### src/rtl/arbiter_game_ctrl.sv
// arbiter_game_ctrl: round sequencer for the two-player reaction game.
// Holds the countdown block in reset while idle, flags false starts during
// the countdown, picks the first valid press in the race and holds the
// result for a fixed time.
// Optional feature macro: ARB_SCORE_EN (per-player saturating score counters).
module arbiter_game_ctrl #(
  parameter int CLOCK_FREQ          = 12000000,
  parameter int RACE_TIMEOUT_CYCLES = 3*CLOCK_FREQ,
  parameter int RESULT_HOLD_CYCLES  = 2*CLOCK_FREQ,
  parameter int SCORE_BITS          = 4
) (
  input  logic                  clk,
  input  logic                  reset_n,
  input  logic                  start_in,
  input  logic                  p1_btn_in,
  input  logic                  p2_btn_in,
  input  logic                  cd_done_in,
  output logic                  cd_reset_out,
  output logic                  busy_out,
  output logic [1:0]            winner_out,
  output logic                  foul_out,
  output logic [SCORE_BITS-1:0] p1_score_out,
  output logic [SCORE_BITS-1:0] p2_score_out
);

  localparam int NUM_IN  = 3;  // [0] start, [1] p1, [2] p2
  localparam int CNT_MAX = (RACE_TIMEOUT_CYCLES > RESULT_HOLD_CYCLES) ?
                           RACE_TIMEOUT_CYCLES : RESULT_HOLD_CYCLES;
  localparam int CW      = (CNT_MAX > 1) ? $clog2(CNT_MAX) : 1;
  localparam logic [CW-1:0] RACE_LAST = CW'(RACE_TIMEOUT_CYCLES - 1);
  localparam logic [CW-1:0] HOLD_LAST = CW'(RESULT_HOLD_CYCLES - 1);

  typedef enum logic [1:0] {S_IDLE, S_COUNTDOWN, S_RACE, S_RESULT} state_t;

  // ---------------------------------------------------------------------
  // Input conditioning: 2-FF sync, edge history, registered pulse
  // ---------------------------------------------------------------------
  logic [NUM_IN-1:0] pin, sync1, sync2, hist, pulse_q;
  logic              start_p, p1_p, p2_p;

  assign pin = {p2_btn_in, p1_btn_in, start_in};

  // Sync stages and history reset high so a pin already high at reset
  // release looks like a steady level, never a rising edge.
  always_ff @(posedge clk or negedge reset_n) begin
    if (!reset_n) begin
      sync1   <= '1;
      sync2   <= '1;
      hist    <= '1;
      pulse_q <= '0;
    end else begin
      sync1   <= pin;
      sync2   <= sync1;
      hist    <= sync2;
      pulse_q <= sync2 & ~hist;
    end
  end

  assign start_p = pulse_q[0];
  assign p1_p    = pulse_q[1];
  assign p2_p    = pulse_q[2];

  // ---------------------------------------------------------------------
  // Round state machine
  // ---------------------------------------------------------------------
  state_t         state_q, state_d;
  logic [CW-1:0]  cnt_q;
  logic [1:0]     winner_q, winner_d;
  logic           foul_q, foul_d;
  logic           cd_reset_q, busy_q;

  // State register.
  always_ff @(posedge clk or negedge reset_n) begin
    if (!reset_n) state_q <= S_IDLE;
    else          state_q <= state_d;
  end

  // Next state and next result; false start outranks countdown end.
  always_comb begin
    state_d  = state_q;
    winner_d = winner_q;
    foul_d   = foul_q;
    case (state_q)
      S_IDLE: begin
        if (start_p) begin
          state_d  = S_COUNTDOWN;
          winner_d = 2'b00;
          foul_d   = 1'b0;
        end
      end
      S_COUNTDOWN: begin
        if (p1_p || p2_p) begin
          // The player who jumped the gun loses: bit1 = p1 fouled, bit0 = p2 fouled.
          state_d  = S_RESULT;
          winner_d = {p1_p, p2_p};
          foul_d   = 1'b1;
        end else if (cd_done_in) begin
          state_d = S_RACE;
        end
      end
      S_RACE: begin
        if (p1_p || p2_p) begin
          state_d  = S_RESULT;
          winner_d = {p2_p, p1_p};
          foul_d   = 1'b0;
        end else if (cnt_q == RACE_LAST) begin
          state_d  = S_RESULT;
          winner_d = 2'b00;
          foul_d   = 1'b0;
        end
      end
      S_RESULT: begin
        if (cnt_q == HOLD_LAST) state_d = S_IDLE;
      end
      default: state_d = S_IDLE;
    endcase
  end

  // Shared timeout/hold counter plus registered outputs taken from the next state.
  always_ff @(posedge clk or negedge reset_n) begin
    if (!reset_n) begin
      cnt_q      <= '0;
      winner_q   <= 2'b00;
      foul_q     <= 1'b0;
      cd_reset_q <= 1'b1;
      busy_q     <= 1'b0;
    end else begin
      winner_q   <= winner_d;
      foul_q     <= foul_d;
      cd_reset_q <= (state_d != S_COUNTDOWN);
      busy_q     <= (state_d != S_IDLE);
      if (state_d != state_q)
        cnt_q <= '0;
      else if (state_q == S_RACE || state_q == S_RESULT)
        cnt_q <= cnt_q + CW'(1);
    end
  end

  assign cd_reset_out = cd_reset_q;
  assign busy_out     = busy_q;
  assign winner_out   = winner_q;
  assign foul_out     = foul_q;

  // ---------------------------------------------------------------------
  // Scores
  // ---------------------------------------------------------------------
`ifdef ARB_SCORE_EN
  logic [SCORE_BITS-1:0] p1_sc_q, p2_sc_q;
  logic                  enter_result;

  assign enter_result = (state_d == S_RESULT) && (state_q != S_RESULT);

  // Saturating win counters, bumped on the edge that enters RESULT.
  always_ff @(posedge clk or negedge reset_n) begin
    if (!reset_n) begin
      p1_sc_q <= '0;
      p2_sc_q <= '0;
    end else if (enter_result) begin
      if (winner_d[0] && (p1_sc_q != '1)) p1_sc_q <= p1_sc_q + SCORE_BITS'(1);
      if (winner_d[1] && (p2_sc_q != '1)) p2_sc_q <= p2_sc_q + SCORE_BITS'(1);
    end
  end

  assign p1_score_out = p1_sc_q;
  assign p2_score_out = p2_sc_q;
`else
  assign p1_score_out = '0;
  assign p2_score_out = '0;
`endif

endmodule

### config.mk
export PLATFORM = sky130hd
export DESIGN_NAME = arbiter_game_ctrl
export DESIGN_NICKNAME = d
export VERILOG_FILES = /design/src/rtl/arbiter_game_ctrl.sv
export SDC_FILE = /design/constraint.sdc
export NUM_CORES = 1
export LEC_CHECK = 0
export BUFFER_PORTS_ARGS = -buffer_cell sky130_fd_sc_hd__buf_4
export CAP_MARGIN = 10
export CELL_PAD_IN_SITES_DETAIL_PLACEMENT = 1
export CELL_PAD_IN_SITES_GLOBAL_PLACEMENT = 2
export CORE_AREA = 2 2 59 116
export DETAILED_ROUTE_END_ITERATION = 8
export DIE_AREA = 0 0 61 118
export GPL_ROUTABILITY_DRIVEN = 0
export PLACE_DENSITY = 0.77
export RECOVER_POWER = 100
export SETUP_SLACK_MARGIN = 0.4
export SYNTH_ARGS = -nofsm -noshare
export SYNTH_HDL_FRONTEND = slang
export SYNTH_SLANG_ARGS = --single-unit
### constraint.sdc
create_clock -name clk -period 2.5 [get_ports clk]
set_input_delay 0.5 -clock clk [delete_from_list [all_inputs] [get_ports clk]]
set_output_delay 0.5 -clock clk [all_outputs]
set_load 0.01 [all_outputs]
== Yosys cells after proc, flatten, opt, wreduce, memory -nomap -nowiden ==
Index checks and enable logic that the tools add are counted.
W data, S select, Z words.

* Flip-flop bits (word level): 45
* Input bits: 6

* Add/sub/neg operators: 1
* Equal/unequal tests: 10
* Mux-type cells: 19
* Bitwise gates (word level): 2
* Reductions and logical operators: 7

{| class="wikitable"
|+ Operators with widths
! operator !! number
|-
| $mux W26 || 2
|-
| $add A26 B1 Y26 const B || 1
|-
| $eq A26 B25 Y1 const B || 1
|-
| $eq A26 B26 Y1 const B || 1
|-
| $mux W2 || 10
|-
| $pmux W2 S4 || 1
|-
| $pmux W2 S3 || 1
|-
| $eq A2 B2 Y1 const B || 2
|-
| $mux W1 || 4
|-
| $ne A2 B2 Y1 const B || 2
|-
| $reduce_and A4 Y1 || 1
|-
| $reduce_bool A2 Y1 || 2
|-
| $and A3 B3 Y3 || 1
|-
| $ne A3 B3 Y1 const B || 1
|-
| $not A3 Y3 || 1
|-
| $pmux W1 S3 || 1
|-
| $reduce_bool A3 Y1 || 1
|-
| $eq A2 B1 Y1 const B || 1
|-
| $logic_not A2 Y1 || 1
|-
| $logic_or A1 B1 Y1 || 2
|-
| $ne A2 B1 Y1 const B || 1
|-
| $ne A2 B2 Y1 || 1
|}

== Depth between registers and ports, before layout ==
Gate-level depths: netlist of run 1.

* Word-level depth: 6
* Gate-level depth with buffers: 9

== Worst setup path before layout of run 1 ==
OpenSTA, ideal clock, no wires.

* Kind: reg2reg
* From: register cnt_q[9]
* To: register cnt_q[10]
* Library setup time: 0.121 ns
* Arrival: 2.038 ns
* Slack: 0.341 ns
* Stages on the path, launching flop included: 7
* Buffers on the path: 1
* Path through: dfrtp_1 > or4_1 > nor4_4 > a21boi_1 > o31ai_4 > buf_6 > nor3_1

* Longest elaborated chain between the ends: 6
* Elaborated cells on any way between the ends: 11

{| class="wikitable"
|+ Ends and longest elaborated chain
! what !! RTL line !! text
|-
| start: declaration || 67 || <nowiki>logic [CW-1:0] cnt_q;</nowiki>
|-
| start signal: assignment || 135 || <nowiki>cnt_q <= cnt_q + CW'(1);</nowiki>
|-
| parallel branches: the longest is 6 deep, another holds $add A26 B1 Y26 || -- ||
|}

Several ways; the timed one is not identified. The select of a mux whose other input is x is not followed.
A chain may end at the register's enable or synchronous reset.

== Worst setup path in the final report of run 1 ==
* From: register cnt_q[16]
* To: register cnt_q[4]

* Longest elaborated chain between the ends: 6
* Elaborated cells on any way between the ends: 9

{| class="wikitable"
|+ Ends and longest elaborated chain
! what !! RTL line !! text
|-
| $eq A26 B26 Y1 || 106 || <nowiki>end else if (cnt_q == RACE_LAST) begin</nowiki>
|-
| $mux W2 || 106 ||
|-
| $mux W2 || 102 || <nowiki>if (p1_p || p2_p) begin</nowiki>
|-
| $pmux W2 S4 (*) || 83 || <nowiki>case (state_q)</nowiki>
|-
| $ne A2 B2 Y1 (*) || 132 || <nowiki>if (state_d != state_q)</nowiki>
|-
| $mux W26 / $reduce_bool A2 Y1 (equally long branches) || -- ||
|}

Mark *: on every way between the ends. The rest lies on a longest branch, timed or not.

==> results.yml, run 1 <==
global_route:
  grt_max_degree: 46
  grt_usage_pct: 19.8
  overflow: 0
  antenna_found_initial: 0
  grt_pass1_wl_microns: 10500
  grt_pass1_vias: 2045
worst_setup_path:
  crit_arrival_ns: 2.31
  slowest_stage: "a2111oi_1"
  critPathLaunchType: "register"
  critical_path.top_delay_family: "simple AND/OR/NAND/NOR gates"
  worst_ep_required_time_ns: 2.69
  cp_max_fo: 26
  rr_worst_depth: 7
  cpPeakStageDelay_ns: 0.57
  crit_chain: "buf_4, nor4b_1, and4_1, a2111oi_1, nor2_2, buf_12, nor3_1"
  r2r_setup_slack_ns: 0.38
  worst-setup-path-type: "register to register"
  r2r_start: "cnt_q[16]"
  r2r-end: "cnt_q[4]"
  crit_buf_inv: 2
  worstSetupEndpointType: "register"
logic_synthesis:
  synth_top_cell_by_area: "dfrtp_1"
  syn_avg_cell_area_sq_um: 10.3
  yosysWarnings: 0
  seq_area_frac_synth_pct: 49.2
  synth.top_cell.area_share_pct: 37.8
  ys_seq_elements: 45
  syn_inst: 225
  synth-async-reset-ratio_pct: 100
  ys_top_cells_by_area: "dfrtp_1 (38%), dfstp_2 (11%), nor3_1 (6.5%), xor2_1 (4.9%), xnor2_1 (4.5%)"
  netlist_area_sq_um: 2320
  ys.flop_type: "dfrtp_1"
  synth_edf_count: 0
  synth_cell_types: 44
clock_network:
  clk-insertion-delay-late_ns: 0.29
  hold_buffers: 0
  tritoncts: "built"
  cts_buffers: 5
  clock_path_buffers: 2
  root_buffer: "clkbuf_16"
  numClockSinks: 45
  cts.htree.levels: 2
  path_clk_slew_ns: 0.06
run_status:
  status: "complete, no violations"
die:
  num_rows: 41
  die_width_microns: 61
  ios: 19
  die_area_sq_um: 7200
  initial_core_util_pct: 36.7
  die_h_microns: 118
  core_area_sq_um: 6310
layout:
  drive_gt1_share_pct: 25.7
  utilization_pct: 46.0
  layout_commonest_cell: "dfrtp_1"
  area_growth_pct: 25.3
  diodes: 0
  final_cell_mix: "dfrtp_1 (32), nor3_1 (30), buf_4 (23), nand2_1 (17), xor2_1 (13)"
  fillCellCount: 721
  nets: 275
power:
  peakVddDrop_uv: 331
  leakagePower_nw: 1.18
  power.density_nw_per_um2: 940
placed_design:
  port-buffer-count: 10
  post-dp-hpwl_microns: 4190
min_path:
  worstHoldPathType: "primary input to register"
  holdPathStages: 1
  min_from: "p1_btn_in"
  worstHoldEndpoint: "sync1[1]"
timing:
  finalCritPeriodShare_pct: 84.8
  setup_viol: 0
  slew_headroom_pct: 24.5
  max_freq_mhz: 472
  skew_ns: 0.00433
  hold_violations: 0
  rsz0062_at_grt: "true"
  fin_tns_setup_ns: 0
  finalCriticalPeriod_ns: 2.12
  maxSlewViolCount: 0
  worst_slew_pin_slew_ns: 1.13
detailed_routing:
  drt_wl_total_microns: 6200
  routedWlPerCell_microns: 17.7
  dr.pass1.iters: 4
  vias_per_cell: 5.38
  drcViolationCount: 0
  drt_iter0_drc: 67
  postRouteAntennaNets: 0
  num_vias: 1888
flow_run:
  max_cap_violations: 0
==> state kept, by name, indices dropped and copies added (netlist names) <==
name / flops
hist: 3
sync2: 3
cnt_q: 26
state_q: 2
winner_out: 2
cd_reset_out: 1
sync1: 3
foul_out: 1
busy_out: 1
pulse_q: 3
==> worst max path at each step <==
stage	slack, ns	endpoint	startpoint	cells past startpoint
after floorplan	0.41	cnt_q[10]	cnt_q[9]	6
after global placement	0.26	cnt_q[19]	state_q[0]	7
after detailed placement	0.25	cnt_q[15]	state_q[0]	9
after CTS	0.36	cnt_q[8]	cnt_q[9]	7
after global routing	0.18	cnt_q[7]	cnt_q[16]	7
final	0.38	cnt_q[4]	cnt_q[16]	7
==> synthesized netlist by cell type, types with 2 or more instances <==
| cell | count |
|---|---|
| o2111ai_1 | 3 |
| a22oi_1 | 2 |
| nor2_1 | 11 |
| nor3_1 | 30 |
| nand2b_1 | 2 |
| clkbuf_1 | 2 |
| or4_1 | 3 |
| and4_1 | 2 |
| nand3_1 | 7 |
| buf_4 | 10 |
| and3_1 | 4 |
| nand2_1 | 17 |
| o21ai_0 | 5 |
| ha_1 | 5 |
| nor3b_1 | 2 |
| xnor2_1 | 12 |
| o2bb2ai_1 | 2 |
| nor4_1 | 5 |
| a211oi_1 | 2 |
| nand4_1 | 6 |
| xor2_1 | 13 |
| dfrtp_1 | 35 |
| buf_6 | 2 |
| a21oi_1 | 5 |
| inv_1 | 7 |
| nor2b_1 | 4 |
| dfstp_2 | 10 |
==> worst reg2reg max path: cells and delay by family, from the launching register on <==
family	cells	cell delay, ns
compound gates	1	0.57
flops	1	0.39
simple gates	4	0.72
buf+inv	2	0.35
==> metrics by stage <==
step | area [sq um] | setup WS (ns) | instances | power (mW) | hold WS, ns
after floorplan | 2350 | 0.415 | 232 | 1.50 | 0.204
after global placement | 2530 | 0.265 | 324 | 1.81 | 0.345
after detailed placement | 2530 | 0.253 | 324 | 1.81 | 0.347
after CTS | 2830 | 0.359 | 343 | 2.72 | 0.227
after global routing | 2900 | 0.180 | 351 | 2.91 | 0.308
final | 2900 | 0.381 | 351 | 2.73 | 0.313
==> power breakdown <==
group	internal [mW]	switching (mW)	leakage, nW
combinational	0.511	0.669	0.532
sequential	0.812	0.0687	0.579
clock	0.375	0.292	0.0704
total	1.70	1.03	1.18
==> per-layer routing <==
layer / vias to the layer above / wire (microns) / global-route usage [%]
met1: 963 / 2130 / 19.8
li1: 872 / - / -
met5: - / 0 / 0
met4: 0 / 267 / 10.7
met3: 18 / 151 / 2.42
met2: 35 / 3650 / 36.6
==> final cells by class <==
cell class                 instances  area [sq um]  area share, %
tap                               86           108           3.71
clock inverter                     3          25.0          0.862
clock buffer                       5           125           4.31
multi-input combinational        166          1160           39.9
sequential                        45          1140           39.4
inverter                           7          28.8          0.991
timing repair buffer              39           317           10.9
==> cell families (layout without fill, tap and decap cells) <==
logic type      Yosys count  in the layout  share of synthesized area [%]
xor+xnor                 25             25                           9.45
compound gates           28             28                           9.08
mux                       1              1                          0.432
simple gates             99             99                           23.3
flops                    45             45                           49.2
other cells               1              8                          0.162
buf+inv                  21             54                           5.67
fa+ha+maj                 5              5                           2.70
==> timing repair <==
item | in CTS | in global routing
cloned | 1 | 0
resized for setup | 13 | 14
buffers inserted | 10 | 8
pin swaps | 4 | 4
endpoints found under the setup margin | 28 | 30
Power figures use the tool's default switching activity.
==> run 2: changes to the inputs <==
==> constraint.sdc (replaced) <==
create_clock -name clk -period 1.96 [get_ports clk]
set_input_delay 0.392 -clock clk [delete_from_list [all_inputs] [get_ports clk]]
set_output_delay 0.392 -clock clk [all_outputs]
set_load 0.01 [all_outputs]
==> run 2 against run 1 <==
  * The run now ends with negative setup slack left
  * Non-clock buffer count rose by 18
  * Combinational power is 76% higher
  * Critical path depth up 3
  * Critical path type unchanged
  * Largest power group unchanged
  * Highest routed layer unchanged
==> results.yml, run 2 (synthesized netlist as in run 1, its figures left out) <==
run_status:
  status: "finished with violations"
  violations: "negative setup slack"
timing:
  maxSlewViolCount: 0
  finalCriticalPeriod_ns: 2.03
  skew_ns: 0.00188
  setup_ws_ns: -0.0685
  slew_headroom_pct: 25.2
  setup_viol: 27
  worst_slew_pin_slew_ns: 1.12
  max_freq_mhz: 493
  hold_violations: 0
  finalCritPeriodShare_pct: 103
  rsz0062_at_grt: "true"
min_path:
  holdPathStages: 1
  worstHoldPathType: "primary input to register"
  worstHoldEndpoint: "sync1[1]"
  min_from: "p1_btn_in"
layout:
  utilization_pct: 51.7
  diodes: 0
  layout_commonest_cell: "buf_4"
  regArea_sq_um: 1140
  largest_reg_flops: 26
  regMostFlops: "cnt_q"
  area_growth_pct: 41.0
  drive_gt1_share_pct: 40.3
  fillCellCount: 700
  final_cell_mix: "buf_4 (36), dfrtp_1 (35), nor3_1 (18), nand2_1 (15), xor2_1 (13)"
  multiInputGateArea_sq_um: 1340
  nets: 293
detailed_routing:
  dr.pass1.iters: 3
  num_vias: 1955
  drcViolationCount: 0
  drt_iter0_drc: 52
  postRouteAntennaNets: 0
  routedWlPerCell_microns: 18.2
  vias_per_cell: 5.30
  drt_wl_total_microns: 6700
power:
  leakagePower_nw: 1.32
  power_mw: 4.02
  peakVddDrop_uv: 468
  power.density_nw_per_um2: 1230
worst_setup_path:
  crit_buf_inv: 4
  r2r_start: "cnt_q[1]"
  worstSetupEndpointType: "register"
  crit_chain: "ha_2, nand4_1, buf_6, nor4_4, buf_6, a21boi_4, o31ai_4, buf_6, clkbuf_16, nor3_1"
  cp_max_fo: 7
  worst-setup-path-type: "register to register"
  r2r-end: "cnt_q[19]"
  worst_ep_required_time_ns: 2.13
  cpPeakStageDelay_ns: 0.39
  slowest_stage: "dfrtp_1"
  cp_common_cell: "buf_6"
  r2r_setup_slack_ns: -0.07
  crit_arrival_ns: 2.20
  rr_worst_depth: 10
  critical_path.top_delay_family: "buffers and inverters"
  critPathLaunchType: "register"
placed_design:
  port-buffer-count: 10
  post-dp-hpwl_microns: 4440
die:
  num_rows: 41
  die_width_microns: 61
  core_area_sq_um: 6310
  die_h_microns: 118
  ios: 19
  initial_core_util_pct: 36.7
  die_area_sq_um: 7200
global_route:
  grt_usage_pct: 19.2
  grt_pass1_vias: 2069
  overflow: 0
  grt_pass1_wl_microns: 10000
  grt_max_degree: 46
  antenna_found_initial: 0
clock_network:
  cts_buffers: 5
  tritoncts: "built"
  cts.htree.levels: 2
  root_buffer: "clkbuf_16"
  path_clk_slew_ns: 0.06
  hold_buffers: 0
  clk-insertion-delay-late_ns: 0.29
  clock_path_buffers: 2
  numClockSinks: 45
flow_run:
  max_cap_violations: 0
## run 2: changes by cell type in the layout (fill, tap and decap cells not counted), sizes merged
cell	before	now
inv	8	7
clkinv	1	0
buf	28	46
clkinvlp	1	3
## run 2: through the flow
step,setup TNS [ns],setup slack (ns),area (sq um),hold slack (ns),cells
after floorplan,-1.97,-0.0990,2370,0.0964,232
after global placement,-1.47,-0.125,2750,0.346,349
after detailed placement,-2.64,-0.216,2750,0.348,349
after CTS,-0.490,-0.0410,3050,0.118,362
after global routing,-3.55,-0.148,3260,0.199,369
final,-1.36,-0.0685,3260,0.207,369
## run 2: how the worst max path moves through the flow
stage	slack (ns)	to	cells past startpoint	startpoint
2_1_floorplan	-0.1	cnt_q[10]	6	cnt_q[9]
3_3_place_gp	-0.13	busy_out	5	cnt_q[9]
3_5_place_dp	-0.22	busy_out	5	cnt_q[9]
4_1_cts	-0.04	busy_out	8	cnt_q[9]
5_1_grt	-0.15	cnt_q[3]	10	cnt_q[1]
6_report	-0.07	cnt_q[19]	10	cnt_q[1]
## run 2: repair_timing
| item | CTS | global route |
|---|---|---|
| cloned | 0 | 3 |
| buffers inserted | 5 | 4 |
| resized for setup | 22 | 30 |
| pin swaps | 9 | 11 |
| endpoints found under the setup margin | 33 | 33 |
## run 2: metal layers
metal,share of wire [%],GRT usage (%)
met5,0,0
met4,3.6,9.24
met3,1.8,3.74
met2,60,35.2
met1,34,19.0
## run 2: worst reg2reg max path: cells and delay by family, from the launching register on
| family | cells | cell delay, ns |
|---|---|---|
| buffers and inverters | 4 | 0.66 |
| AOI/OAI and AO/OA | 2 | 0.25 |
| and+or+nand+nor | 3 | 0.39 |
| DFF | 1 | 0.39 |
| adders and majority gates | 1 | 0.21 |
## run 2: power by group
group	total [mW]	switching (mW)	internal (mW)
sequential	1.10	0.0667	1.03
clock	0.839	0.367	0.472
combinational	2.08	1.12	0.960
## run 2: layout make-up
| type | count | area share (%) |
|---|---|---|
| repair buffers | 57 | 15.5 |
| clock buffers | 5 | 3.83 |
| flip-flops and latches | 45 | 34.9 |
| well taps | 86 | 3.30 |
| inverters | 7 | 0.805 |
| multi-input cells | 166 | 41.0 |
| clock inverters | 3 | 0.690 |
==> run 3: changes to the inputs <==
--- a/config.mk
+++ b/config.mk
@@ -14,7 +14,6 @@
 export DIE_AREA = 0 0 61 118
 export GPL_ROUTABILITY_DRIVEN = 0
 export PLACE_DENSITY = 0.77
-export RECOVER_POWER = 100
 export SETUP_SLACK_MARGIN = 0.4
 export SYNTH_ARGS = -nofsm -noshare
 export SYNTH_HDL_FRONTEND = slang
==> run 3 against run 2 <==
  * Fmax about the same
  * Sequential power is essentially flat
  * First-iteration DRC count shrank 3.8%
  * Cell count did not move
  * Sequential cell count stayed put
  * Hold slack got worse by 0.12 ns
  * Via count is 0.31% lower
  * Setup slack worse by 0.00063 ns
  * Critical path depth did not move
  * Largest power group unchanged
  * Clock skew hardly changed
  * Clock power about the same
  * Routed wire length grew 0.18%
  * The run still ends with negative setup slack left
==> results.yml, run 3 (synthesized netlist as in run 1, its figures left out) <==
run_status:
  status: "finished with violations"
  violations: "negative setup slack"
clock_network:
  root_buffer: "clkbuf_16"
  tritoncts: "built"
  cts_buffers: 5
  path_clk_slew_ns: 0.06
  clock_path_buffers: 2
  hold_buffers: 0
  cts.htree.levels: 2
  numClockSinks: 45
  clk-insertion-delay-late_ns: 0.29
layout:
  fillCellCount: 695
  layout_commonest_cell: "buf_4"
  area_growth_pct: 41.9
  diodes: 0
  drive_gt1_share_pct: 42.4
  regMostFlops: "cnt_q"
  regArea_sq_um: 1140
  final_cell_mix: "buf_4 (45), dfrtp_1 (35), nor3_1 (18), nand2_1 (15), xor2_1 (13)"
  stdcell_area_sq_um: 3290
  nets: 293
  largest_reg_flops: 26
  multiInputGateArea_sq_um: 1340
timing:
  setup_viol: 27
  rsz0062_at_grt: "true"
  setup_ws_ns: -0.0692
  hold_violations: 0
  finalCritPeriodShare_pct: 104
  max_freq_mhz: 493
  maxSlewViolCount: 0
  worst_slew_pin_slew_ns: 0.575
  skew_ns: 0.00180
  finalCriticalPeriod_ns: 2.03
  fin_tns_setup_ns: -1.37
  slew_headroom_pct: 61.6
die:
  die_area_sq_um: 7200
  initial_core_util_pct: 36.7
  num_rows: 41
  die_h_microns: 118
  die_width_microns: 61
  ios: 19
  core_area_sq_um: 6310
flow_run:
  max_cap_violations: 0
power:
  intPower_mw: 2.50
  p_comb_share_pct: 52.2
  sw_frac_of_total_pct: 38.4
  leakagePower_nw: 1.34
  p_seq_share_pct: 27.1
  netSwitchingPower_mw: 1.56
  power_mw: 4.05
  power.share.clock_pct: 20.7
  power.density_nw_per_um2: 1230
  peakVddDrop_uv: 468
global_route:
  grt_pass1_vias: 2069
  antenna_found_initial: 0
  overflow: 0
  grt_max_degree: 46
  grt_usage_pct: 19.2
  grt_pass1_wl_microns: 10000
detailed_routing:
  num_vias: 1949
  drt_iter0_drc: 50
  vias_per_cell: 5.28
  routedWlPerCell_microns: 18.2
  drt_wl_total_microns: 6710
  dr.pass1.iters: 4
  postRouteAntennaNets: 0
  drcViolationCount: 0
worst_setup_path:
  worst_ep_required_time_ns: 2.13
  startpoint: "cnt_q[1]"
  worst-setup-path-type: "register to register"
  rr_worst_depth: 10
  cp_max_fo: 7
  worstSetupEndpointType: "register"
  crit_arrival_ns: 2.20
  critPathLaunchType: "register"
  r2r_start: "cnt_q[1]"
min_path:
  worstHoldPathType: "primary input to async pin"
placed_design:
  port-buffer-count: 10
  place_area_sq_um: 2750
  post-dp-hpwl_microns: 4440
[run 3: cell types whose count changed in the layout (fill, tap and decap cells not counted)]
cell	before	now
clkbuf_1	5	0
clkbuf_4	3	0
buf_4	36	45
dfstp_2	9	10
dfstp_1	1	0
clkbuf_2	1	0
[run 3: power by group through the flow]
stage	logic, mW	registers [mW]	clock network (mW)
detailed placement	1.36	1.11	0
CTS	1.57	1.10	0.861
floorplan	0.790	1.13	0
global placement	1.33	1.11	0
finish	2.12	1.10	0.839
global route	2.27	1.11	0.896
[run 3: critical path: stages (launching register included)]
cell and delay, ns:
dfrtp_1 0.39, ha_2 0.21, nand4_1 0.11, buf_6 0.16, nor4_4 0.22, buf_6 0.17, a21boi_4 0.06, o31ai_4 0.19
buf_6 0.17, clkbuf_16 0.16, nor3_1 0.05
[run 3: final cells by class]
| cell class | count | area share (%) |
|---|---|---|
| Tap cell | 86 | 3.27 |
| Inverter | 7 | 0.800 |
| Clock buffer | 5 | 3.81 |
| Sequential cell | 45 | 34.7 |
| Clock inverter | 3 | 0.685 |
| Multi-Input combinational cell | 166 | 40.7 |
| Timing Repair Buffer | 57 | 16.0 |
[run 3: through the flow]
stage | setup slack, ns | hold slack [ns] | instances | util, %
detailed placement | -0.216 | 0.348 | 349 | 43.5
finish | -0.0692 | 0.0889 | 369 | 52.1
global route | -0.148 | 0.133 | 369 | 52.1
global placement | -0.125 | 0.346 | 349 | 43.5
floorplan | -0.0990 | 0.0964 | 232 | -
CTS | -0.0410 | 0.118 | 362 | 48.3
[run 3: metal layers]
layer	global-route usage, %	vias up	share of wire [%]
li1	-	910	-
met1	19.0	998	34
met2	35.2	29	60
met3	3.74	12	1.8
met4	9.24	0	3.6
met5	0	-	0
[run 3: final timing paths]
check	slack [ns]	end
setup reg to reg	-0.07	cnt_q[19]
setup / recovery	-0.07	cnt_q[19]
min in group clk	0.21	sync1[1]
hold reg to reg	0.36	sync2[1]
max in group asynchronous	1.47	sync2[2]
hold / removal	0.09	state_q[1]
[run 3: what timing repair did]
item                       in CTS  in global routing
buffers inserted                5                  4
setup endpoints to repair      33                 33
gates resized for setup        22                 30
pin swaps                       9                 11
cloned                          0                  3
